**config.mk**
```make
export PLATFORM = sky130hd
export DESIGN_NAME = cla_sub_64_pipe
export DESIGN_NICKNAME = d
export VERILOG_FILES = /design/src/rtl/cla_pkg.sv /design/src/rtl/cla_half.sv /design/src/rtl/cla_sub_64_pipe.sv
export SDC_FILE = /design/constraint.sdc
export NUM_CORES = 1
export LEC_CHECK = 0
export BUFFER_PORTS_ARGS = -buffer_cell sky130_fd_sc_hd__buf_4
export CORE_MARGIN = 8
export CORE_UTILIZATION = 45
export CTS_CLUSTER_SIZE = 25
export DETAILED_ROUTE_END_ITERATION = 7
export HOLD_SLACK_MARGIN = 0.15
export PLACE_DENSITY = 0.68
export SYNTH_ARGS = -nofsm -noshare
export SYNTH_HDL_FRONTEND = slang
export SYNTH_HIERARCHICAL = 1
export SYNTH_SLANG_ARGS = --single-unit
```
**constraint.sdc**
```tcl
create_clock -name clock -period 6.1 [get_ports clock]
set_input_delay 0.61 -clock clock [delete_from_list [all_inputs] [get_ports clock]]
set_output_delay 0.61 -clock clock [all_outputs]
set_load 0.01 [all_outputs]
```
**src/rtl/cla_pkg.sv**
```systemverilog
// Shared widths and group generate/propagate helpers for the CLA adder/subtractor family.
package cla_pkg;

  localparam int CLA_WIDTH     = 64;
  localparam int CLA_GROUP     = 4;
  localparam int CLA_HALF      = CLA_WIDTH / 2;
  localparam int CLA_MAX_GROUP = 8;

  // Groups narrower than CLA_MAX_GROUP are padded with g=0/p=1, which leaves both results unchanged.
  function automatic logic grp_generate(input logic [CLA_MAX_GROUP-1:0] g,
                                        input logic [CLA_MAX_GROUP-1:0] p);
    logic r;
    r = 1'b0;
    for (int i = 0; i < CLA_MAX_GROUP; i++) r = g[i] | (p[i] & r);
    return r;
  endfunction

  function automatic logic grp_propagate(input logic [CLA_MAX_GROUP-1:0] p);
    return &p;
  endfunction

endpackage

```
**src/rtl/cla_half.sv**
```systemverilog
// Combinational two-level carry-lookahead adder: G-bit groups, then lookahead across groups.
module cla_half
  import cla_pkg::*;
#(
  parameter int W = CLA_HALF,
  parameter int G = CLA_GROUP
) (
  input  logic [W-1:0] a,
  input  logic [W-1:0] b,
  input  logic         cin,
  output logic [W-1:0] sum,
  output logic         cout
);

  localparam int NG = W / G;

  logic [W-1:0]  g;
  logic [W-1:0]  p;
  logic [W-1:0]  c;
  logic [NG-1:0] gg;
  logic [NG-1:0] gp;

  assign g = a & b;
  assign p = a ^ b;

  always_comb begin
    logic [CLA_MAX_GROUP-1:0] gv;
    logic [CLA_MAX_GROUP-1:0] pv;
    gg = '0;
    gp = '0;
    gv = '0;
    pv = '1;
    for (int k = 0; k < NG; k++) begin
      gv = '0;
      pv = '1;
      gv[G-1:0] = g[k*G +: G];
      pv[G-1:0] = p[k*G +: G];
      gg[k] = grp_generate(gv, pv);
      gp[k] = grp_propagate(pv);
    end
  end

  // Group carries come from the second level; bit carries are only resolved inside each group.
  always_comb begin
    logic gcarry;
    logic bcarry;
    gcarry = cin;
    bcarry = 1'b0;
    c      = '0;
    for (int k = 0; k < NG; k++) begin
      bcarry = gcarry;
      for (int i = 0; i < G; i++) begin
        c[k*G+i] = bcarry;
        bcarry   = g[k*G+i] | (p[k*G+i] & bcarry);
      end
      gcarry = gg[k] | (gp[k] & gcarry);
    end
    cout = gcarry;
  end

  assign sum = p ^ c;

endmodule

```
**src/rtl/cla_sub_64_pipe.sv**
```systemverilog
// Two-stage pipelined subtractor (op1 + ~op2 + 1): low half in stage 1, high half in stage 2.
module cla_sub_64_pipe
  import cla_pkg::*;
#(
  parameter int WIDTH = CLA_WIDTH,
  parameter int GROUP = CLA_GROUP
) (
  input  logic             clock,
  input  logic             reset,
  input  logic [WIDTH-1:0] op1,
  input  logic [WIDTH-1:0] op2,
  input  logic             in_valid,
  output logic             in_ready,
  output logic [WIDTH-1:0] diff,
  output logic             brout,
  output logic             ovf,
  output logic             out_valid,
  input  logic             out_ready
);

  localparam int H = WIDTH / 2;

  logic [WIDTH-1:0] op2_n;
  logic             s1_valid;
  logic [H-1:0]     s1_lo;
  logic             s1_c;
  logic [H-1:0]     s1_a_hi;
  logic [H-1:0]     s1_b_hi;
  logic             s1_sa;
  logic             s1_sb;
  logic [H-1:0]     lo_sum;
  logic             lo_cout;
  logic [H-1:0]     hi_sum;
  logic             hi_cout;
  logic             adv2;
  logic             in_xfer;

  assign op2_n    = ~op2;
  assign adv2     = s1_valid && (!out_valid || out_ready);
  assign in_ready = !s1_valid || adv2;
  assign in_xfer  = in_valid && in_ready;

  cla_half #(.W(H), .G(GROUP)) u_lo (
    .a    (op1[H-1:0]),
    .b    (op2_n[H-1:0]),
    .cin  (1'b1),
    .sum  (lo_sum),
    .cout (lo_cout)
  );

  cla_half #(.W(H), .G(GROUP)) u_hi (
    .a    (s1_a_hi),
    .b    (s1_b_hi),
    .cin  (s1_c),
    .sum  (hi_sum),
    .cout (hi_cout)
  );

  // s1_sb keeps op2's original sign; the registered upper half of op2 is already inverted.
  always_ff @(posedge clock) begin
    if (reset) begin
      s1_valid  <= 1'b0;
      s1_lo     <= '0;
      s1_c      <= 1'b0;
      s1_a_hi   <= '0;
      s1_b_hi   <= '0;
      s1_sa     <= 1'b0;
      s1_sb     <= 1'b0;
      out_valid <= 1'b0;
      diff      <= '0;
      brout     <= 1'b0;
      ovf       <= 1'b0;
    end else begin
      if (in_xfer) begin
        s1_valid <= 1'b1;
        s1_lo    <= lo_sum;
        s1_c     <= lo_cout;
        s1_a_hi  <= op1[WIDTH-1:H];
        s1_b_hi  <= op2_n[WIDTH-1:H];
        s1_sa    <= op1[WIDTH-1];
        s1_sb    <= op2[WIDTH-1];
      end else if (adv2) begin
        s1_valid <= 1'b0;
      end

      if (adv2) begin
        out_valid <= 1'b1;
        diff      <= {hi_sum, s1_lo};
        brout     <= ~hi_cout;
        ovf       <= (s1_sa != s1_sb) && (hi_sum[H-1] != s1_sa);
      end else if (out_ready) begin
        out_valid <= 1'b0;
      end
    end
  end

endmodule

```
==> results.md, run 1 <==
* Resized Gates After CTS at 0
* CP Max Fanout at 3
* Final Max Tran Viols at 0
* H-tree depth at 4
* Leak at 5.249 nW
* Hold Path Sink: s1_b_hi[0]$_SDFFE_PP0P_
* RePlAce Congestion at 0.7926
* Total power at 0.002887 W
* Max VDD drop at 0.0001443 V
* Synth top area cells: dfxtp_1 (35%), fa_1 (10%), nand2b_1 (9.1%), ha_1 (8.5%), mux2i_1 (7.0%)
* Synth-to-Final Area Change at 23.51%
* HP Class: in2reg
* Slew HR at 0.2598
* Setup Fix Bufs, Post-CTS at 0
* CTS buffer count at 17
* R2R Setup Slk at 2.21 ns
* Placed Area at 10970 um^2
* GRT Util Overall at 0.1913
* Drt wl/cell at 16.94 um
* Achievable Freq at 257.3 MHz
* Tightest Pin Transition at 1.109 ns
* Clock buffer depth at 2
* CTS Hold Bufs at 0
* Final cell count without fillers at 1445
* Status: finished clean
* Setup TNS Final at 0 ns
* Syn. warnings at 6
* Ys async rst share at 0
* Synth top area share at 0.3537
* Mapped Cells at 1004
* Post-route cell area at 11610 um^2
* Hold depth at 2
* Crit path kind: reg2reg
* Post-layout min period at 3.887 ns
* Starting density of the core at 0.4527
* CTS tree: built
* Post-synth top flop: dfxtp_1
* Die Area at 25760 um^2
* Share of layout cells above drive strength 1 at 0.2130
* Routed WL at 24480 um
* Post-synth cell types at 43
* Worst EP arrival at 4.16 ns
* Vias per cell at 5.218
* Remaining Overflow, GRT at 0
* Cell Pwr Density at 248.8 nW/um^2
* Rows at 53
* Clock root buffer: clkbuf_16
* Worst hold start: op2[32]
* Reg-to-Reg Start: s1_a_hi[2]$_SDFFE_PP0P_
* Reg2reg path depth at 14
* Clock Latency Late Sink at 0.43 ns
* Vias at 7540
* Commonest non-fill, non-tap cells in the layout: buf_4 (205), dfxtp_1 (165), nand2b_1 (135)
* Synthesized area at 9397 um^2
* Placed Cells at 1413
* Vias in the first global route at 7968
* Yosys top cell by area: dfxtp_1
* Io pins at 200
* #FFs+latches synth at 166
* DP Wirelength at 16880 um
* Post-synth EDFFs at 0
* RSZ-0062 raised after global routing: false
* First-pass GRT wire length at 40250 um
* Initial antenna violation count at 2
* Clock Skew at 0.007604 ns
* Final period utilization at 0.6372
* Crit path required time at 6.38 ns
* IO buf count at 199
* DRC Markers at 0
* Worst-path clk slew at 0.06 ns
* CP endpoint kind: flip-flop
* Worst r2r dst: ovf$_SDFFE_PP0P_
* Max Cap Viol at 0
* Number of fill cells at 1919
* DRT antenna net count at 0
* Sequential area share after synthesis at 0.3537
* DIE WIDTH at 160.5 um
* Largest net degree at the start of global routing at 141
* Commonest non-fill, non-tap cell in the layout: buf_4
* DR iter-0 viols at 391
* Nets at 1401
* Mapped Avg Cell Area at 9.359 um^2
* Die Y at 160.5 um
* Core footprint at 20760 um^2
* Final setup fails at 0
* Startpoint types: flip-flop
* Hold Vio Cnt, Final at 0
* Drt pass-1 iters at 4
* Clock sinks at 166
==> cells by family (layout without fill, tap and decap cells) <==
group           Yosys count  in the layout  share of synthesized area
flops                   166            166                     0.3537
xor+xnor                 16             16                    0.01491
simple gates            266            266                     0.1610
buf+inv                 122            286                    0.05579
other cells               1              3                  0.0003991
compound gates          254            254                     0.1553
fa+ha+maj               112            112                     0.1875
mux                      67             67                    0.07150
==> state kept, by name (all words and copies together) (netlist names) <==
name and count:
s1_a_hi 32, s1_c 1, s1_lo 32, out_valid 1
brout 1, diff 64, s1_sb 1, s1_b_hi 32
s1_valid 1, ovf 1
==> layout make-up <==
type,instances,area (um^2),area share
Inverter,49,183.9,0.01585
Multi-Input combinational cell,717,5572,0.4801
Tap cell,275,344.1,0.02965
Clock inverter,9,175.2,0.01509
Clock buffer,22,454.2,0.03913
Sequential cell,166,3324,0.2864
Antenna cell,1,2.502,0.0002156
Timing Repair Buffer,206,1550,0.1336
==> synth_stat cells, types with 2 or more instances <==
| cell type | instances |
|---|---|
| a211oi_1 | 32 |
| a21o_1 | 11 |
| a21oi_1 | 123 |
| a31oi_1 | 2 |
| buf_2 | 20 |
| buf_4 | 5 |
| buf_6 | 3 |
| clkbuf_1 | 44 |
| dfxtp_1 | 166 |
| fa_1 | 48 |
| ha_1 | 64 |
| inv_1 | 48 |
| mux2i_1 | 66 |
| nand2_1 | 10 |
| nand2_2 | 2 |
| nand2b_1 | 136 |
| nand3_1 | 72 |
| nand3b_1 | 3 |
| nand4_1 | 10 |
| nor2_1 | 17 |
| nor2_2 | 2 |
| nor2b_1 | 4 |
| nor3_1 | 5 |
| o21ai_0 | 69 |
| o21ai_1 | 2 |
| o21ai_2 | 2 |
| o21bai_1 | 4 |
| o31ai_1 | 3 |
| o31ai_4 | 2 |
| xor2_1 | 16 |
==> worst max-delay path by stage <==
stage,depth (start not counted),slack (ns),end,start
after floorplan,14,2.76,ovf$_SDFFE_PP0P_,s1_a_hi[2]$_SDFFE_PP0P_
after global placement,13,2.23,s1_lo[27]$_SDFFE_PP0P_,op1[0]
after detailed placement,14,2.20,s1_lo[27]$_SDFFE_PP0P_,op2[2]
after CTS,14,2.21,ovf$_SDFFE_PP0P_,s1_a_hi[2]$_SDFFE_PP0P_
after global routing,14,2.05,ovf$_SDFFE_PP0P_,s1_a_hi[2]$_SDFFE_PP0P_
final,14,2.21,ovf$_SDFFE_PP0P_,s1_a_hi[2]$_SDFFE_PP0P_
==> power breakdown <==
| group | switching, W | total (W) | internal (W) |
|---|---|---|---|
| sequential | 0.0000551 | 0.00122 | 0.00116 |
| combinational | 0.000262 | 0.000509 | 0.000247 |
| clock | 0.000427 | 0.00116 | 0.000734 |
| total | 0.000744 | 0.00289 | 0.00214 |
==> critical path, cell delays in order (launching register included) <==
cell	delay, ns
dfxtp_1	0.35
ha_1	0.34
a21oi_1	0.15
nor2b_1	0.07
o31ai_1	0.40
nand3_1	0.25
a31oi_1	0.28
nor2_1	0.09
fa_1	0.38
fa_1	0.38
fa_1	0.38
xor2_1	0.19
and3b_1	0.17
nor4_1	0.22
nor3_1	0.08
==> metal layers <==
layer | share of wire | GRT usage | vias to the layer above | routed length [um]
li1 | - | - | 3760 | -
met1 | 0.45 | 0.2344 | 3555 | 11010
met2 | 0.46 | 0.3084 | 190 | 11160
met3 | 0.074 | 0.06732 | 31 | 1812
met4 | 0.019 | 0.06245 | 4 | 461
met5 | 0.0013 | 0 | - | 31
==> through the flow <==
step	util	hold slack [ns]	setup WS (ns)
finish	0.5592	0.3586	2.213
global route	0.5590	0.3488	2.049
CTS	0.5590	0.3471	2.211
detailed placement	0.5287	0.4626	2.199
global placement	0.5287	0.4595	2.226
floorplan	-	0.4442	2.763
Note: power is estimated with default switching activity, not from simulation.
==> inputs of run 2 (changes only) <==
==> constraint.sdc (replaced) <==
create_clock -name clock -period 3.6 [get_ports clock]
set_input_delay 0.36 -clock clock [delete_from_list [all_inputs] [get_ports clock]]
set_output_delay 0.36 -clock clock [all_outputs]
set_load 0.01 [all_outputs]
==> run 2 against run 1 <==
Against the previous run: utilization up 3.0 points; fmax up 12%; largest cell class unchanged; cell area up 5.3%; final cell count up 3.7%; largest power group unchanged.
==> results.md, run 2 (synthesis results as in run 1) <==
* Nets at 1453 (+3.7%)
* Die Area at 25760 um^2 (unchanged)
* H-tree depth at 4 (unchanged)
* Slew HR at 0.2649 (+0.005150)
* Placed Cells at 1432 (+1.3%)
* Tightest Pin Transition at 1.101 ns (-0.007714 ns)
* RePlAce Congestion at 0.8102 (+2.2%)
* Worst-path clk slew at 0.06 ns (about the same)
* Combinational Power Share at 0.192 (+0.016)
* Starting density of the core at 0.4527 (unchanged)
* CTS buffer count at 17 (unchanged)
* CTS tree: built
* Startpoint types: flip-flop
* Hold Path Sink: s1_a_hi[0]$_SDFFE_PP0P_
* Worst hold start: op1[32]
* Global Route met2 Usage at 0.3214 (+0.01304)
* Synth-to-Final Area Change at 30.04%
* Remaining Overflow, GRT at 0 (unchanged)
* IO buf count at 199 (unchanged)
* Vias in the first global route at 8103 (+1.7%)
* GRT Max-Usage Layer: met2
* Worst EP arrival at 3.74 ns (-0.42 ns)
* Achievable Freq at 288.3 MHz (+12%)
* First-pass GRT wire length at 41420 um (+2.9%)
* Drt pass-1 iters at 5 (+1)
* Vias per cell at 5.202 (-0.30%)
* Final setup fails at 0 (unchanged)
* Share of layout cells above drive strength 1 at 0.2439 (+0.03086)
* Vias at 7793 (+3.4%)
* CP Max Fanout at 4 (+1)
* Worst r2r dst: ovf$_SDFFE_PP0P_
* Hold depth at 3 (+1)
* Crit path kind: reg2reg
* Cell Pwr Density at 402.1 nW/um^2 (+62%)
* Commonest non-fill, non-tap cells in the layout: buf_4 (225), dfxtp_1 (159), nand2b_1 (135)
* Initial antenna violation count at 1 (-1)
* M1 GR Usage at 0.2386 (+0.004138)
* R2R Setup Slk at 0.13 ns (-2.08 ns)
* Drt wl/cell at 16.95 um (about the same)
* Switching Share at 0.2651 (+0.007481)
* DRT antenna net count at 0 (unchanged)
* DR iter-0 viols at 335 (-14%)
* Leak at 5.487 nW (+4.5%)
* Clock Skew at 0.008393 ns (+0.0007893 ns)
* Internal Power at 0.003611 W (+68%)
* Reg-to-Reg Start: s1_a_hi[19]$_SDFFE_PP0P_
* Reg2reg path depth at 14 (unchanged)
* DIE WIDTH at 160.5 um (unchanged)
* Final hold slack at 0.2068 ns (-0.1518 ns)
* Commonest non-fill, non-tap cell in the layout: buf_4
* Clock buffer depth at 2 (unchanged)
* Routed WL at 25400 um (+3.7%)
* Core footprint at 20760 um^2 (unchanged)
* Worst Setup SP: s1_a_hi[19]$_SDFFE_PP0P_
* Crit path required time at 3.87 ns (-2.51 ns)
* DRC Markers at 0 (unchanged)
* Max VDD drop at 0.0001733 V (+20%)
* Final Max Tran Viols at 0 (unchanged)
* Status: finished clean
* M3 GR Usage at 0.06885 (+0.001536)
* Hold Vio Cnt, Final at 0 (unchanged)
* Largest net degree at the start of global routing at 127 (-9.9%)
* DP Wirelength at 17490 um (+3.6%)
* GRT Util Overall at 0.1962 (+0.004931)
* RSZ-0062 raised after global routing: true
* Seq pwr share at 0.421 (about the same)
* HP Class: in2reg
* Final cell count without fillers at 1498 (+3.7%)
* Largest reg by FF count: diff
* Power share of the clock group at 0.387 (-0.015)
* Clock Latency Late Sink at 0.42 ns (about the same)
* Clock root buffer: clkbuf_16
* Clock sinks at 166 (unchanged)
* Max reg flops at 64 (unchanged)
* CP endpoint kind: flip-flop
* Max Cap Viol at 0 (unchanged)
* Post-layout min period at 3.469 ns (-0.4182 ns)
* Switch Pwr at 0.001302 W (+75%)
* Rows at 53 (unchanged)
* Die Y at 160.5 um (unchanged)
* Final period utilization at 0.9636 (+0.3263)
* Io pins at 200 (unchanged)
==> run 2: worst max path at each step <==
stage | end | slack [ns] | cells past startpoint
CTS | ovf$_SDFFE_PP0P_ | 0.02 | 15
detailed placement | ovf$_SDFFE_PP0P_ | -0.17 | 15
global route | ovf$_SDFFE_PP0P_ | -0.07 | 14
finish | ovf$_SDFFE_PP0P_ | 0.13 | 14
global placement | ovf$_SDFFE_PP0P_ | -0.02 | 15
floorplan | ovf$_SDFFE_PP0P_ | 0.26 | 14
==> run 2: layout make-up <==
class	instances	area [um^2]
diodes	1	2.502
flip-flops and latches	166	3334
inverters	49	183.9
clock buffers	25	495.5
multi-input cells	717	5712
clock inverters	7	116.4
well taps	275	344.1
repair buffers	258	2031
fillers	1794	8537
==> run 2: timing repair <==
action | in CTS | in global routing
buffers inserted | 1 | 1
endpoints found under the setup margin | 1 | 6
pin swaps | 2 | 16
hold buffers | 31 | 0
hold endpoints to repair | 31 | 0
resized for setup | 7 | 27
==> run 2: power groups by stage <==
stage	Combinational, W	Clock, W	Sequential, W
after CTS	0.000934	0.00193	0.00207
after floorplan	0.000540	0	0.00210
after global placement	0.000875	0	0.00210
after global routing	0.00106	0.00202	0.00209
final	0.000941	0.00190	0.00207
after detailed placement	0.000892	0	0.00211
==> run 2: metrics by stage <==
step	worst slack (ns)	total power [W]	util	instance area (um^2)	setup TNS (ns)
after floorplan	0.2628	0.002637	-	9400	0
after global placement	-0.02483	0.002977	0.5362	11130	-0.02483
after detailed placement	-0.1715	0.002997	0.5362	11130	-0.1715
after CTS	0.01982	0.004933	0.5830	12100	0
after global routing	-0.06605	0.005166	0.5887	12220	-0.06605
final	0.1312	0.004913	0.5887	12220	0
==> run 2: worst max-delay path, cell delays in order (launching register included) <==
cell and delay, ns:
dfxtp_1 0.32, ha_1 0.37, a21oi_2 0.18, o21ai_2 0.11, nor3_4 0.22, nand3_4 0.12, a31oi_4 0.23, nor2_4 0.05
fa_2 0.38, fa_2 0.39, fa_2 0.38, xor2_2 0.17, and3b_1 0.20, nor4_2 0.13, nor3_1 0.06
==> run 2: layer usage <==
layer	vias up	wire length [um]
met5	-	0
met4	0	318
met3	22	1913
met2	193	11930
met1	3706	11230
li1	3872	-
